==> src/rtl/vc_ibuf.sv <==
// Per-VC router input buffer: flit FIFO, XY route computation on head flits,
// packet-long request to the VC mux, registered flit output with upstream credit.
//
// state  | meaning
// IDLE   | no packet in flight; inspects the FIFO head for a new packet
// ACTIVE | packet owns the VC mux request; flits leave on grt & ordy
module vc_ibuf #(
   parameter int DATA_W = 34,
   parameter int DEPTH  = 4,
   parameter int VCH_W  = 1,
   parameter int VCH_ID = 0,
   parameter int PORT_W = 3,
   parameter int MY_X   = 0,
   parameter int MY_Y   = 0
) (
   input  logic              clk,
   input  logic              rst_,
   input  logic              ivalid,
   input  logic [DATA_W-1:0] idata,
   input  logic              grt,
   input  logic              ordy,
   output logic              ovalid,
   output logic [DATA_W-1:0] odata,
   output logic [VCH_W-1:0]  ovch,
   output logic              req,
   output logic [PORT_W-1:0] port,
   output logic              credit,
   output logic              ovf,
   output logic              perr
);

   localparam int AW = $clog2(DEPTH);
   localparam int CW = AW + 1;

   typedef enum logic {IDLE, ACTIVE} state_t;

   state_t            state;
   logic [DATA_W-1:0] mem [DEPTH];
   logic [AW-1:0]     rd_ptr;
   logic [AW-1:0]     wr_ptr;
   logic [CW-1:0]     count;
   logic              in_pkt;
   logic              empty;
   logic              full;
   logic              pop_fwd;
   logic              pop_drop;
   logic              pop;
   logic              push;
   logic [DATA_W-1:0] head;
   logic [1:0]        head_type;
   logic [3:0]        dst_x;
   logic [3:0]        dst_y;
   logic [PORT_W-1:0] route;

   assign head      = mem[rd_ptr];
   assign head_type = head[DATA_W-1 -: 2];
   assign dst_x     = head[3:0];
   assign dst_y     = head[7:4];
   assign empty     = (count == '0);
   assign full      = (count == CW'(DEPTH));

   // Type bit 0 set means the flit opens a packet (head or head+tail).
   assign pop_fwd  = (state == ACTIVE) && grt && ordy && !empty;
   assign pop_drop = (state == IDLE) && !empty && !head_type[0];
   assign pop      = pop_fwd | pop_drop;
   assign push     = ivalid && (!full || pop);

   assign ovch = VCH_W'(VCH_ID);

   always_comb begin
      route = PORT_W'(0);
      if (dst_x > 4'(MY_X))
         route = PORT_W'(2);
      else if (dst_x < 4'(MY_X))
         route = PORT_W'(4);
      else if (dst_y > 4'(MY_Y))
         route = PORT_W'(1);
      else if (dst_y < 4'(MY_Y))
         route = PORT_W'(3);
   end

   always_ff @(posedge clk) begin
      if (push)
         mem[wr_ptr] <= idata;
   end

   always_ff @(posedge clk or posedge rst_) begin
      if (rst_) begin
         state  <= IDLE;
         rd_ptr <= '0;
         wr_ptr <= '0;
         count  <= '0;
         in_pkt <= 1'b0;
         ovalid <= 1'b0;
         odata  <= '0;
         credit <= 1'b0;
         req    <= 1'b0;
         port   <= '0;
         ovf    <= 1'b0;
         perr   <= 1'b0;
      end else begin
         if (push)
            wr_ptr <= wr_ptr + 1'b1;
         if (pop)
            rd_ptr <= rd_ptr + 1'b1;
         count <= count + CW'(push) - CW'(pop);
         if (ivalid && full && !pop)
            ovf <= 1'b1;

         ovalid <= pop_fwd;
         credit <= pop_fwd;
         if (pop_fwd)
            odata <= head;

         case (state)
            IDLE: begin
               if (!empty) begin
                  if (head_type[0]) begin
                     port   <= route;
                     req    <= 1'b1;
                     in_pkt <= 1'b0;
                     state  <= ACTIVE;
                  end else begin
                     perr <= 1'b1;
                  end
               end
            end
            ACTIVE: begin
               if (pop_fwd) begin
                  in_pkt <= 1'b1;
                  // A second head inside a packet is flagged but still forwarded.
                  if (in_pkt && head_type[0])
                     perr <= 1'b1;
                  if (head_type[1]) begin
                     req   <= 1'b0;
                     state <= IDLE;
                  end
               end
            end
            default: state <= IDLE;
         endcase
      end
   end

endmodule
==> config.mk <==
export PLATFORM = sky130hd
export DESIGN_NAME = vc_ibuf
export DESIGN_NICKNAME = d
export VERILOG_FILES = /design/src/rtl/vc_ibuf.sv
export SDC_FILE = /design/constraint.sdc
export NUM_CORES = 1
export LEC_CHECK = 0
export ABC_AREA = 1
export BUFFER_PORTS_ARGS = -buffer_cell sky130_fd_sc_hd__buf_2
export CORE_MARGIN = 2
export CORE_UTILIZATION = 52
export DETAILED_ROUTE_END_ITERATION = 6
export GPL_ROUTABILITY_DRIVEN = 0
export PLACE_DENSITY = 0.76
export SLEW_MARGIN = 30
export SYNTH_ARGS = -nofsm -noshare
export SYNTH_HDL_FRONTEND = slang
export SYNTH_SLANG_ARGS = --single-unit
==> constraint.sdc <==
create_clock -name clk -period 2.9 [get_ports clk]
set_input_delay 0.29 -clock clk [delete_from_list [all_inputs] [get_ports clk]]
set_output_delay 0.29 -clock clk [all_outputs]
set_load 0.03 [all_outputs]
==> impl_results.md <==
* Outcome: completed
* Period utilization at 89.8%
* Area of the multi-input gates at 0.00160 sq mm
* Synth Area in Compound Gates at 7.10%
* Worst Setup Start Kind: flip-flop
* I/O pin cnt at 82
* Worst-margin pin slew at 568 ps
* Clk sink count at 185
* Largest family of logic cells by synthesized area: simple AND/OR/NAND/NOR gates
* Peak Freq at 384 MHz
* Num CTS Buffers at 17
* Filler cells at 991
* Post-Place Setup Slack at 312 ps
* Arrival @ worst endpoint at 2950 ps
* WP data required at 3250 ps
* Wire length per cell at 17.0 microns
* Starting Density at 53.5%
* FF+latch count, synth at 185
* DRT Pass-1 Iters at 7
* Post-Synthesis Cells at 571
* Gr ovfl total at 0
* Syn-to-layout area delta at 17.8%
* Multiplexer share of the synthesized area at 0%
* Max Cap Viol at 0
* Clock Tree Root: clkbuf_16
* Count of final hold-check violations at 0
* Initial antenna violation count at 1
* Synth Area in Adders at 1.34%
* Core ar. at 0.0133 sq mm
* DIE AREA at 0.0146 sq mm
* Critical Path Sink Type: flip-flop
* Sequential standard cell area at 0.00531 sq mm
* Hold WC Path Type: input port to flip-flop
* CP Max Fanout at 22
* Kind of critical path: flip-flop to flip-flop
* Detail Placement HPWL at 8.73 mm
* Avg Vias per Cell at 5.35
* Post-synthesis xor/xnor area fraction at 0.369%
* Synth async-reset ratio at 26.5%
* Slew margin rel. at 62.1%
* Final slew viol count at 0
* 1st-iter DRT viols at 337
* Max Clock Skew at 6.96 ps
* Pwr Total at 0.00940 W
* Vias in the first global route at 4486
* Via count at 4503
* Setup violators final at 0
* Hold path start: idata[30]
* Clock Tree Buf Depth at 2
* Synth area leaders: edfxtp_1, dfrtp_1, nor2_1
* Layout cells sized above 1 at 20.8%
* Register area share after synthesis at 74.6%
* Worst-path clk slew at 60 ps
* Most frequent cell after synthesis: edfxtp_1
* Post-synth top area share at 57.4%
* Min Tclk post-route at 2600 ps
* WHS Endpoint: mem[3][30]
* First-pass GRT wire length at 23.1 mm
* Synth cell types at 30
* Peak supply drop at 0.599 mV
* PwrDens at 1120 mW/mm^2
* Cell depth of the worst flop-to-flop path at 11
* R2R setup slack at 300 ps
* Leading area contributor after synthesis: edfxtp_1
* RSZ-0062 raised after global routing: no
* Clk Latency, worst-skew pair at 430 ps
* Post-CTS sizing at 0
* # H-tree levels at 4
* Largest net degree at the start of global routing at 54
* Netlist Area Pre-Place at 0.00712 sq mm
* DRC at 0
* Warnings, synthesis at 0
* RR Endpoint: count[2]
* CTS tree: done
* Hold depth at 1
* GRT Overall Usage at 21.1%
* Die height at 121 microns
* Post-synth top cells: edfxtp_1, nor2_1, nand2_1, o21ai_0, dfrtp_1
* Nets at 698
* Port Buffers at 79
* Die span in x at 121 microns
* DRT antenna net count at 0
* Count of flip-flops with a built-in enable after synthesis at 136
* RR Startpoint: count[1]
* Row count at 42
* Synth Flop Type: edfxtp_1
* Syn_area_per_cell at 12.5 sq um
* Final WL at 14.3 mm
* Worst setup margin at 296 ps
* Static leakage at 3.26 nW
* Antenna cell count at 0
* Synth Area in Simple Gates at 13.0%
placed cells by master (no fill, tap or decap), drive strengths merged, types with 2 or more instances in the layout:
cell type,count
edfxtp,136
nor2,130
buf,92
nand2,77
o21ai,63
dfrtp,49
a31oi,24
nand3,24
clkbuf,20
inv,18
clkinv,7
ha,6
bufinv,4
a21oi,3
xor2,2
conb,2
cell type report:
type                       count  share of cell area [%]
timing repair buffer          93                    6.60
tap                          176                    2.63
clock inverter                12                    2.06
sequential                   185                    63.4
multi-input combinational    337                    19.1
inverter                      18                   0.836
clock buffer                  20                    5.45
repair_timing:
item,4_1_cts,5_1_grt
buffers inserted,0,0
hold buffers,1,0
endpoints found under the hold margin,11,0
per-layer routing:
layer / vias to the layer above / GRT usage (%) / wire, microns
li1: 2137 / - / -
met1: 2182 / 27.3 / 6170
met2: 157 / 34.2 / 7030
met3: 25 / 5.45 / 836
met4: 2 / 8.21 / 261
met5: - / 0 / 7
power breakdown:
group	total [W]	internal, W	switching (W)
Sequential	0.00390	0.00359	0.000310
Clock	0.00241	0.00148	0.000929
Combinational	0.00309	0.000913	0.00217
state kept, by name, indices dropped and copies added (netlist names):
name / count
mem: 136
odata: 34
count: 3
port: 2
rd_ptr: 2
wr_ptr: 2
credit: 1
in_pkt: 1
ovf: 1
perr: 1
req: 1
state: 1
kinds of logic after synthesis:
| kind of cell | Yosys count |
|---|---|
| adders and majority gates | 7 |
| xor gates and xnor gates | 3 |
| buffers and inverters | 50 |
| other | 1 |
| DFF | 185 |
| and+or+nand+nor | 232 |
| AOI/OAI and AO/OA | 93 |
per-stage QoR:
stage | area [sq um] | cells | utilization, % | hold WS, ps | setup TNS (ps)
2_1_floorplan | 7120 | 572 | - | 389 | -3050
3_3_place_gp | 7740 | 808 | 58.2 | 299 | 0
3_5_place_dp | 7740 | 808 | 58.2 | 290 | 0
4_1_cts | 8380 | 841 | 63.1 | 60.8 | 0
5_1_grt | 8380 | 841 | 63.1 | 65.0 | 0
6_report | 8380 | 841 | 63.1 | 78.8 | 0
worst max-delay path by stage:
stage | start | slack, ps | cells after the start | endpoint
global placement | count[1] | 440 | 11 | count[2]
detailed placement | count[1] | 310 | 11 | count[2]
finish | count[1] | 300 | 11 | count[2]
CTS | count[1] | 280 | 11 | count[2]
floorplan | rd_ptr[0] | -20 | 10 | mem[2][0]
global route | count[1] | 90 | 11 | count[2]
critical path, stage by stage, from the launching register on:
cell	delay [ps]
dfrtp_1	420
nor2_1	250
a21oi_4	90
inv_2	280
nand3_2	190
nand2_4	190
ha_1	160
inv_1	40
ha_1	190
fa_1	380
xnor2_1	180
xor2_1	160
Power figures use the tool's default switching activity.
